File: src/rtl/if_stage_req_pkg.sv
// Shared defaults and width helpers for the instruction-fetch stage.
package if_stage_req_pkg;

    localparam int          DEF_ADDR_W   = 32;
    localparam int          DEF_INST_W   = 32;
    localparam logic [31:0] DEF_RESET_PC = 32'h1c00_0000;

    function automatic int fs_to_ds_wd(input int addr_w, input int inst_w);
        return addr_w + inst_w + 1;
    endfunction

    function automatic int br_to_fs_wd(input int addr_w);
        return addr_w + 1;
    endfunction

    function automatic int cnt_w(input int depth);
        return $clog2(depth) + 1;
    endfunction

endpackage

File: src/rtl/if_stage_req_if.sv
// Split request/response instruction-SRAM bus between the fetch stage and memory.
interface if_stage_req_if
    import if_stage_req_pkg::*;
#(
    parameter int ADDR_W = DEF_ADDR_W,
    parameter int INST_W = DEF_INST_W
) ();

    logic              inst_sram_req;
    logic [ADDR_W-1:0] inst_sram_addr;
    logic              inst_sram_addr_ok;
    logic              inst_sram_data_ok;
    logic [INST_W-1:0] inst_sram_rdata;

    modport master (
        output inst_sram_req, inst_sram_addr,
        input  inst_sram_addr_ok, inst_sram_data_ok, inst_sram_rdata
    );

    modport slave (
        input  inst_sram_req, inst_sram_addr,
        output inst_sram_addr_ok, inst_sram_data_ok, inst_sram_rdata
    );

endinterface

File: src/rtl/if_stage_req_sync_fifo.sv
// Small synchronous FIFO with occupancy count; clear empties it in one cycle.
module if_sync_fifo
    import if_stage_req_pkg::*;
#(
    parameter int W     = 32,
    parameter int DEPTH = 4
) (
    input  logic                     clk,
    input  logic                     resetn,
    input  logic                     push,
    input  logic [W-1:0]             din,
    input  logic                     pop,
    input  logic                     clear,
    output logic [W-1:0]             dout,
    output logic [cnt_w(DEPTH)-1:0]  count,
    output logic                     full,
    output logic                     empty
);

    localparam int PW = (DEPTH > 1) ? $clog2(DEPTH) : 1;
    localparam int CW = cnt_w(DEPTH);

    logic [W-1:0]  mem [DEPTH];
    logic [PW-1:0] rd_ptr;
    logic [PW-1:0] wr_ptr;
    logic          do_push;
    logic          do_pop;

    function automatic logic [PW-1:0] next_ptr(input logic [PW-1:0] p);
        return (32'(p) == DEPTH - 1) ? '0 : p + PW'(1);
    endfunction

    assign full    = (32'(count) == DEPTH);
    assign empty   = (count == '0);
    assign do_pop  = pop && !empty;
    assign do_push = push && (!full || do_pop);
    assign dout    = mem[rd_ptr];

    always_ff @(posedge clk) begin
        if (do_push) begin
            mem[wr_ptr] <= din;
        end
    end

    always_ff @(posedge clk) begin
        if (!resetn || clear) begin
            rd_ptr <= '0;
            wr_ptr <= '0;
            count  <= '0;
        end else begin
            if (do_push) begin
                wr_ptr <= next_ptr(wr_ptr);
            end
            if (do_pop) begin
                rd_ptr <= next_ptr(rd_ptr);
            end
            if (do_push && !do_pop) begin
                count <= count + CW'(1);
            end else if (do_pop && !do_push) begin
                count <= count - CW'(1);
            end
        end
    end

endmodule

File: src/rtl/if_stage_req.sv
// Instruction-fetch stage: issues pipelined SRAM requests, cancels stale responses
// after a redirect and buffers {adef, pc, inst} for ID.
module if_stage_req
    import if_stage_req_pkg::*;
#(
    parameter int                ADDR_W         = DEF_ADDR_W,
    parameter int                INST_W         = DEF_INST_W,
    parameter logic [ADDR_W-1:0] RESET_PC       = ADDR_W'(DEF_RESET_PC),
    parameter int                MAX_OUT        = 2,
    parameter int                INST_BUF_DEPTH = 4
) (
    input  logic                                    clk,
    input  logic                                    resetn,
    input  logic [br_to_fs_wd(ADDR_W)-1:0]          br_bus,
    input  logic                                    flush,
    input  logic [ADDR_W-1:0]                       flush_pc,
    input  logic                                    ds_allow_in,
    if_stage_req_if.master                          sram,
    output logic                                    fs_to_ds_valid,
    output logic [fs_to_ds_wd(ADDR_W, INST_W)-1:0]  fs_to_ds_bus
);

    localparam int FS_TO_DS_WD = fs_to_ds_wd(ADDR_W, INST_W);
    localparam int TCW         = cnt_w(MAX_OUT);
    localparam int BCW         = cnt_w(INST_BUF_DEPTH);

    logic                   br_taken;
    logic [ADDR_W-1:0]      br_target;
    logic [ADDR_W-1:0]      fetch_pc;
    logic [TCW-1:0]         cancel_cnt;
    logic                   adef_stall;

    logic [TCW-1:0]         trk_count;
    logic                   trk_full;
    logic                   trk_empty;
    logic [ADDR_W-1:0]      trk_head;
    logic [BCW-1:0]         buf_count;
    logic                   buf_full;
    logic                   buf_empty;
    logic [FS_TO_DS_WD-1:0] buf_head;

    logic                   redirect;
    logic [ADDR_W-1:0]      redirect_pc;
    logic [31:0]            outstanding;
    logic                   req;
    logic                   req_fire;
    logic                   rsp_valid;
    logic                   rsp_drop;
    logic                   rsp_keep;
    logic                   adef_push;
    logic                   buf_push;
    logic                   buf_pop;
    logic [FS_TO_DS_WD-1:0] buf_din;

    assign {br_taken, br_target} = br_bus;

    // Outstanding counts live requests in the tracker plus cancelled ones still owed by the bus;
    // reserving a buffer slot per outstanding request means data_ok never finds the buffer full.
    always_comb begin
        redirect    = br_taken || flush;
        redirect_pc = flush ? flush_pc : br_target;
        outstanding = 32'(trk_count) + 32'(cancel_cnt);
        req         = resetn && !redirect && !adef_stall && (fetch_pc[1:0] == 2'b00) && !trk_full
                      && (outstanding < 32'(MAX_OUT))
                      && ((outstanding + 32'(buf_count)) < 32'(INST_BUF_DEPTH));
        req_fire    = req && sram.inst_sram_addr_ok;
        rsp_valid   = resetn && sram.inst_sram_data_ok && (outstanding != 32'd0);
        rsp_drop    = rsp_valid && (cancel_cnt != '0);
        rsp_keep    = rsp_valid && (cancel_cnt == '0) && !trk_empty;
        adef_push   = resetn && !redirect && !adef_stall && (fetch_pc[1:0] != 2'b00)
                      && (outstanding == 32'd0) && !buf_full;
        buf_push    = (rsp_keep || adef_push) && !redirect;
        buf_din     = adef_push ? {1'b1, fetch_pc, {INST_W{1'b0}}}
                                : {1'b0, trk_head, sram.inst_sram_rdata};
        buf_pop     = fs_to_ds_valid && ds_allow_in;
    end

    always_ff @(posedge clk) begin
        if (!resetn) begin
            fetch_pc   <= RESET_PC;
            cancel_cnt <= '0;
            adef_stall <= 1'b0;
        end else if (redirect) begin
            fetch_pc   <= redirect_pc;
            cancel_cnt <= TCW'(outstanding - 32'(rsp_valid));
            adef_stall <= 1'b0;
        end else begin
            if (req_fire) begin
                fetch_pc <= fetch_pc + ADDR_W'(4);
            end
            if (rsp_drop) begin
                cancel_cnt <= cancel_cnt - TCW'(1);
            end
            if (adef_push) begin
                adef_stall <= 1'b1;
            end
        end
    end

    if_sync_fifo #(.W(ADDR_W), .DEPTH(MAX_OUT)) u_pc_tracker (
        .clk    (clk),
        .resetn (resetn),
        .push   (req_fire),
        .din    (fetch_pc),
        .pop    (rsp_keep),
        .clear  (redirect),
        .dout   (trk_head),
        .count  (trk_count),
        .full   (trk_full),
        .empty  (trk_empty)
    );

    if_sync_fifo #(.W(FS_TO_DS_WD), .DEPTH(INST_BUF_DEPTH)) u_inst_buf (
        .clk    (clk),
        .resetn (resetn),
        .push   (buf_push),
        .din    (buf_din),
        .pop    (buf_pop),
        .clear  (redirect),
        .dout   (buf_head),
        .count  (buf_count),
        .full   (buf_full),
        .empty  (buf_empty)
    );

    assign sram.inst_sram_req  = req;
    assign sram.inst_sram_addr = fetch_pc;
    assign fs_to_ds_valid      = !buf_empty;
    assign fs_to_ds_bus        = fs_to_ds_valid ? buf_head : '0;

    // A response with nothing in flight means the memory side broke the protocol.
    assert property (@(posedge clk) disable iff (!resetn)
        sram.inst_sram_data_ok |-> (outstanding != 32'd0));

endmodule

File: src/flat_wrapper.sv
// flat-port wrapper written by rule: the top's interface ports become plain ports
module if_stage_req_flat import if_stage_req_pkg::*;
#(
    parameter int                ADDR_W         = DEF_ADDR_W,
    parameter int                INST_W         = DEF_INST_W,
    parameter logic [ADDR_W-1:0] RESET_PC       = ADDR_W'(DEF_RESET_PC),
    parameter int                MAX_OUT        = 2,
    parameter int                INST_BUF_DEPTH = 4
)
  (clk, resetn, br_bus, flush, flush_pc, ds_allow_in, fs_to_ds_valid, fs_to_ds_bus, sram_inst_sram_req, sram_inst_sram_addr, sram_inst_sram_addr_ok, sram_inst_sram_data_ok, sram_inst_sram_rdata);
  if_stage_req_if #(.ADDR_W(ADDR_W), .INST_W(INST_W)) sram_i ();
  input  logic clk;
  input  logic resetn;
  input  logic [br_to_fs_wd(ADDR_W)-1:0] br_bus;
  input  logic flush;
  input  logic [ADDR_W-1:0] flush_pc;
  input  logic ds_allow_in;
  output logic fs_to_ds_valid;
  output logic [fs_to_ds_wd(ADDR_W, INST_W)-1:0] fs_to_ds_bus;
  output wire logic [$bits(sram_i.inst_sram_req)-1:0] sram_inst_sram_req;
  output wire logic [$bits(sram_i.inst_sram_addr)-1:0] sram_inst_sram_addr;
  input wire logic [$bits(sram_i.inst_sram_addr_ok)-1:0] sram_inst_sram_addr_ok;
  input wire logic [$bits(sram_i.inst_sram_data_ok)-1:0] sram_inst_sram_data_ok;
  input wire logic [$bits(sram_i.inst_sram_rdata)-1:0] sram_inst_sram_rdata;
  assign sram_inst_sram_req = sram_i.inst_sram_req;
  assign sram_inst_sram_addr = sram_i.inst_sram_addr;
  assign sram_i.inst_sram_addr_ok = sram_inst_sram_addr_ok;
  assign sram_i.inst_sram_data_ok = sram_inst_sram_data_ok;
  assign sram_i.inst_sram_rdata = sram_inst_sram_rdata;
  if_stage_req #(.ADDR_W(ADDR_W), .INST_W(INST_W), .RESET_PC(RESET_PC), .MAX_OUT(MAX_OUT), .INST_BUF_DEPTH(INST_BUF_DEPTH)) u_core (.clk(clk), .resetn(resetn), .br_bus(br_bus), .flush(flush), .flush_pc(flush_pc), .ds_allow_in(ds_allow_in), .sram(sram_i), .fs_to_ds_valid(fs_to_ds_valid), .fs_to_ds_bus(fs_to_ds_bus));
endmodule
File: config.mk
export PLATFORM = sky130hd
export DESIGN_NAME = if_stage_req_flat
export DESIGN_NICKNAME = d
export VERILOG_FILES = /design/src/rtl/if_stage_req_pkg.sv /design/src/rtl/if_stage_req_if.sv /design/src/rtl/if_stage_req_sync_fifo.sv /design/src/rtl/if_stage_req.sv /design/src/flat_wrapper.sv
export SDC_FILE = /design/constraint.sdc
export NUM_CORES = 1
export LEC_CHECK = 0
export ABC_AREA = 1
export CELL_PAD_IN_SITES_DETAIL_PLACEMENT = 1
export CELL_PAD_IN_SITES_GLOBAL_PLACEMENT = 2
export CORE_UTILIZATION = 36
export DETAILED_ROUTE_END_ITERATION = 10
export PLACE_DENSITY_LB_ADDON = 0.1
export SLEW_MARGIN = 25
export SYNTH_ARGS = -nofsm -noshare
export SYNTH_HDL_FRONTEND = slang
export SYNTH_HIERARCHICAL = 1
export SYNTH_SLANG_ARGS = --single-unit
File: constraint.sdc
create_clock -name clk -period 6.45 [get_ports clk]
set_input_delay 1.6125 -clock clk [delete_from_list [all_inputs] [get_ports clk]]
set_output_delay 1.6125 -clock clk [all_outputs]
set_load 0.01 [all_outputs]
==> flow_metrics.tcl, run 1 <==
set metrics [dict create \
    final_util_pct 44.9 \
    grt_pass1_wl_mm 72.4 \
    clockBufferDepth 3 \
    whs_ps 501 \
    die_h_um 221 \
    criticalPathCategory "input pin to output port" \
    routabilityCongestion 0.759 \
    dieWidth_um 221 \
    final_nets 1968 \
    rrSetupSlack_ps 2320 \
    use_met2_pct 32.2 \
    crit_chain "clkdlybuf4s50_1 -> nor2_4 -> nand2_2 -> nor2_4 -> and3_1 -> clkdlybuf4s50_1" \
    core.rowCount 79 \
    pwr-share-comb_pct 5.7 \
    yosysSeqAreaShare_pct 61.9 \
    grt.met1_usage_pct 24.7 \
    finalPower_mw 5.28 \
    cts_hold_buf 0 \
    io_pins 202 \
    p_per_area_nw_per_um2 251 \
    place.port_buffers 201 \
    grt_pass1_vias 12900 \
    ctsResizeCount 0 \
    remaining_drc_errors 0 \
    ant_nets 0 \
    final_cells 2485 \
    crit_required_ps 4840 \
    ys.flop_type "edfxtp_1" \
    yosysWarningCount 6 \
    setup-tns-final_ps 0 \
    vias 12300 \
    power_leakage_nw 7.72 \
    clk_latency_ps 550 \
    routed_wirelength_mm 46.0 \
    grt_util_met3_pct 3.68 \
    synth.top_cell.area_share_pct 56.3 \
    final_cell_mix "nor2_1, edfxtp_1, nand2_1, clkdlybuf4s50_1, inv_1" \
    postSynthCellCount 1671 \
    cap_violations 0 \
    core_um2 47000 \
    worstSetupEndpointType "output port" \
    start_util_pct 36.8 \
    htreeDepth 2 \
    crit_slowest_cell "clkdlybuf4s50_1" \
    antenna_found_initial 0 \
    synthArstFlopShare_pct 0 \
    finalCriticalPeriod_ps 5110 \
    fillCellCount 5175 \
    drtIter0Drc 645 \
    swShare_pct 21.4 \
    dp_hpwl_mm 30.0 \
    cts_tree "done" \
    tightest_slew_ps 966 \
    arrival_ps 3500 \
    drive_above_1_share_pct 9.64 \
    layout_commonest_cell "nor2_1" \
    busiest_layer "met2" \
    synth_edf_count 324 \
    grt_util_all_layers_pct 18.9 \
    max-slew-margin-rel_pct 35.6 \
    pwr-share-seq_pct 51.0 \
    grt-ovfl-total 0 \
    critPathMaxStageDelay_ps 700 \
    path_max_fanout 14 \
    vias_per_cell 4.93 \
    startpoint "br_bus[32]" \
    p_clk_share_pct 43.2 \
    path_clk_slew_ps 50 \
    die_area_um2 48900 \
    startpoint_type "input pin" \
    postCtsSetupBuffers 0 \
    netlist_area_um2 17300 \
    status "complete, no violations" \
    yosysUniqueCellTypes 39 \
    ctsRootBufferMaster "clkbuf_16" \
    fmax_mhz 196 \
    p_int_mw 4.15 \
    clkSinkCount 373 \
    power_switching_mw 1.13 \
    synth_area_per_cell_um2 10.4 \
    cts_made_buffers 42 \
    synth_largest_area_cell "edfxtp_1" \
    num_antenna_cells 0 \
    syn_nets 1789 \
    dp.cells 2413 \
    fin_skew_ps 14.4 \
    rsz0062_at_grt "no" \
    finalCritPeriodShare_pct 79.2 \
    worst_ir_drop_vdd_uv 149 \
    setup_viol 0 \
    drt_first_pass_iters 5 \
    syn2layout_area_growth_pct 21.8 \
    synth_area_leaders "edfxtp_1, nor2_1, dfxtp_1" \
    ys_seq_elements 373 \
    crit-reg2reg-launch "u_core/u_pc_tracker/count[0]" \
    hp-class "flip-flop to flip-flop" \
    wl_per_cell_um 18.5 \
    grt_max_degree 89 \
    hold_violations 0 \
    slew_viol_final 0 \
    holdCritStartpoint "u_core/u_inst_buf/rd_ptr[1]" \
]
-- critical path: cells and delay by family --
family | cells | cell delay [ps]
buffers and inverters | 2 | 1250
and+or+nand+nor | 4 | 620
-- cell type report --
type | count | area, µm² | area share [%]
inverters | 182 | 688 | 3.27
multi-input cells | 1030 | 5370 | 25.5
well taps | 607 | 759 | 3.61
flip-flops and latches | 373 | 10700 | 50.9
clock buffers | 57 | 1140 | 5.42
clock inverters | 15 | 175 | 0.832
repair buffers | 221 | 2210 | 10.5
-- per-layer routing --
layer	up-vias	wire length, µm
li1	6012	-
met3	50	1880
met5	-	0
met1	5978	21300
met2	215	22100
met4	0	778
-- synthesized netlist by cell type (6+ instances only) --
master / instances
buf_6: 14
edfxtp_1: 324
nand4_1: 6
a21oi_1: 52
nand3_1: 33
o21ai_0: 169
dfxtp_1: 49
ha_1: 13
buf_12: 6
nor2_1: 350
nor2_4: 22
nand2_1: 208
buf_2: 18
mux2_4: 30
clkbuf_1: 44
inv_1: 179
o21ai_1: 45
o22ai_1: 46
o22ai_2: 20
-- flip-flops by register name (all words and copies together) (netlist names), named ones only --
signal	flops
u_core/sram.inst_sram_addr	32
u_core/u_inst_buf/mem	260
u_core/u_pc_tracker/mem	64
u_core/adef_stall	1
u_core/u_pc_tracker/rd_ptr	1
u_core/u_inst_buf/wr_ptr	2
u_core/cancel_cnt	2
u_core/u_inst_buf/count	3
u_core/u_inst_buf/rd_ptr	2
u_core/u_pc_tracker/count	2
u_core/u_pc_tracker/wr_ptr	1
-- final timing paths --
| check | cells past startpoint | endpoint |
|---|---|---|
| worst max-delay path | 6 | sram_inst_sram_req |
| worst min-delay path | 2 | flip-flop |
| worst max register to register | 20 | u_core/u_inst_buf/count[2] |
| worst min register to register | 2 | flip-flop |
-- metrics by stage --
stage | worst slack (ps) | area, µm²
after global routing | 1200 | 21100
after detailed placement | 1260 | 19700
after CTS | 1300 | 21100
after global placement | 1290 | 19700
after floorplan | 531 | 17300
final | 1340 | 21100
-- cells by family (layout without fill, tap and decap cells) --
family | count (synthesis) | count (layout) | share of synthesized area (%)
mux | 32 | 32 | 2.73
buf+inv | 268 | 475 | 7.23
simple gates | 635 | 635 | 15.4
fa+ha+maj | 15 | 15 | 1.17
compound gates | 341 | 341 | 11.2
flops | 373 | 373 | 61.9
xor+xnor | 7 | 7 | 0.354
-- power by group through the flow --
stage	registers, mW	clock network [mW]	logic [mW]
final	2.69	2.28	0.302
after global routing	2.70	2.43	0.338
after CTS	2.70	2.35	0.307
after detailed placement	2.75	0	0.305
after global placement	2.74	0	0.300
after floorplan	2.73	0	0.142
No activity file was read; power rests on OpenSTA's default activity.
==> run 2, diff against run 1 <==
--- a/config.mk
+++ b/config.mk
@@ -8,7 +8,7 @@
 export ABC_AREA = 1
 export CELL_PAD_IN_SITES_DETAIL_PLACEMENT = 1
 export CELL_PAD_IN_SITES_GLOBAL_PLACEMENT = 2
-export CORE_UTILIZATION = 36
+export CORE_UTILIZATION = 33
 export DETAILED_ROUTE_END_ITERATION = 10
 export PLACE_DENSITY_LB_ADDON = 0.1
 export SLEW_MARGIN = 25
==> constraint.sdc (replaced) <==
create_clock -name clk -period 4.1 [get_ports clk]
set_input_delay 1.025 -clock clk [delete_from_list [all_inputs] [get_ports clk]]
set_output_delay 1.025 -clock clk [all_outputs]
set_load 0.01 [all_outputs]
==> flow_metrics.tcl, run 2 (same netlist as run 1, synthesis figures left out) <==
set metrics [dict create \
    dieWidth_um 231 \
    hp-class "flip-flop to flip-flop" \
    crit_required_ps 3070 \
    clockBufferDepth 3 \
    vias_per_cell 4.75 \
    cap_violations 0 \
    remaining_drc_errors 0 \
    regMostFlops "u_core/u_inst_buf/mem" \
    dp.cells 2506 \
    drtIter0Drc 557 \
    cts_hold_buf 0 \
    r2r_cells 19 \
    io_pins 202 \
    final_cells 2584 \
    crit-reg2reg-launch "u_core/u_pc_tracker/count[0]" \
    slew_viol_final 0 \
    setup_viol 0 \
    reg2reg_to "u_core/u_inst_buf/count[2]" \
    worstHoldPathCells 2 \
    post-route-cell-area_um2 21500 \
    path_max_fanout 6 \
    wl_per_cell_um 18.4 \
    fin_skew_ps 14.0 \
    cts_made_buffers 43 \
    clkSinkCount 373 \
    final_cell_mix "nor2_1, edfxtp_1, nand2_1, clkdlybuf4s50_1, inv_1" \
    placed_area_um2 20100 \
    core.rowCount 83 \
    layout_commonest_cell "nor2_1" \
    drive_above_1_share_pct 10.6 \
    crit_slowest_cell "fa_1" \
    syn2layout_area_growth_pct 24.3 \
    num_antenna_cells 0 \
    final_nets 1989 \
    startpoint "u_core/u_pc_tracker/count[0]" \
    cts_tree "done" \
    final_util_pct 41.7 \
    cp-endpoint "sram_inst_sram_req" \
    ant_nets 0 \
    worst_ir_drop_vdd_uv 234 \
    arrival_ps 2950 \
    status "complete, no violations" \
    postCtsSetupBuffers 0 \
    antenna_found_initial 0 \
    grt_max_degree 85 \
    dp_hpwl_mm 32.7 \
    die_area_um2 53300 \
    largest_reg_flops 260 \
    post-route-worst-setup-slack_ps 120 \
    grt_util_all_layers_pct 17.9 \
    grt_pass1_vias 12900 \
    finalPower_mw 8.49 \
    start_util_pct 33.6 \
    crit_chain "ha_1 -> inv_1 -> fa_1 -> inv_1 -> ha_1 -> nor2_1 -> nand2_1 -> nor2_2 -> and3_1 -> clkdlybuf4s50_1" \
    finalCritPeriodShare_pct 97.1 \
    ctsRootBufferMaster "clkbuf_16" \
    dp_slack_ps 216 \
    criticalPathCategory "flip-flop to output port" \
    finalCriticalPeriod_ps 3980 \
    htreeDepth 2 \
    routed_wirelength_mm 47.5 \
    power_leakage_nw 7.89 \
    routabilityCongestion 0.801 \
    hold_violations 0 \
    critPathMaxStageDelay_ps 530 \
    vias 12300 \
    path_clk_slew_ps 50 \
    startpoint_type "flip-flop" \
    core_um2 51500 \
    grt_pass1_wl_mm 73.6 \
    drt_first_pass_iters 4 \
    die_h_um 231 \
    rrSetupSlack_ps 590 \
    grt-ovfl-total 0 \
    tightest_slew_ps 844 \
    clk_latency_ps 560 \
    place.port_buffers 201 \
    fmax_mhz 251 \
    max-slew-margin-rel_pct 43.7 \
    p_per_area_nw_per_um2 395 \
    worstSetupEndpointType "output port" \
    rsz0062_at_grt "no" \
]
## run 2: worst max-delay path: cells and delay by family (launching register included)
kind | cells | cell delay (ps)
adders and majority gates | 3 | 870
buffers and inverters | 3 | 640
DFF | 1 | 380
and+or+nand+nor | 4 | 530
## run 2: timing repair
| item | CTS | global route |
|---|---|---|
| gates resized for setup | 2 | 0 |
| setup endpoints to repair | 1 | 0 |
| endpoints found under the hold margin | 0 | 0 |
## run 2: how the worst min path moves through the flow
stage / startpoint / endpoint
detailed placement: u_core/u_pc_tracker/rd_ptr / flip-flop
floorplan: u_core/u_pc_tracker/rd_ptr / flip-flop
CTS: u_core/u_pc_tracker/rd_ptr / flip-flop
finish: u_core/u_pc_tracker/rd_ptr / flip-flop
global placement: u_core/u_pc_tracker/rd_ptr / u_core/u_pc_tracker/rd_ptr
global route: u_core/adef_stall / u_core/adef_stall
## run 2: final cells by class
type	instances	area (µm²)
clock buffers	50	1140
clock inverters	28	249
fillers	5708	30000
inverters	182	688
multi-input cells	1030	5370
flip-flops and latches	373	10700
well taps	680	851
repair buffers	241	2470
## run 2: power breakdown
| group | internal, mW | switching [mW] |
|---|---|---|
| clock | 2.25 | 1.52 |
| combinational | 0.224 | 0.258 |
| sequential | 4.16 | 0.0751 |
## run 2: per-layer routing
metal	vias to the layer above	GRT usage [%]	wire length, µm
met5	-	0	0
met4	0	5.48	1100
met3	59	2.77	1900
met2	220	30.2	22500
met1	5940	23.7	22000
li1	6045	-	-
## run 2: stage by stage
| step | TNS [ps] | hold WS (ps) |
|---|---|---|
| after floorplan | -58630 | 467 |
| after global placement | 0 | 483 |
| after detailed placement | 0 | 508 |
| after CTS | 0 | 524 |
| after global routing | 0 | 546 |
| final | 0 | 520 |
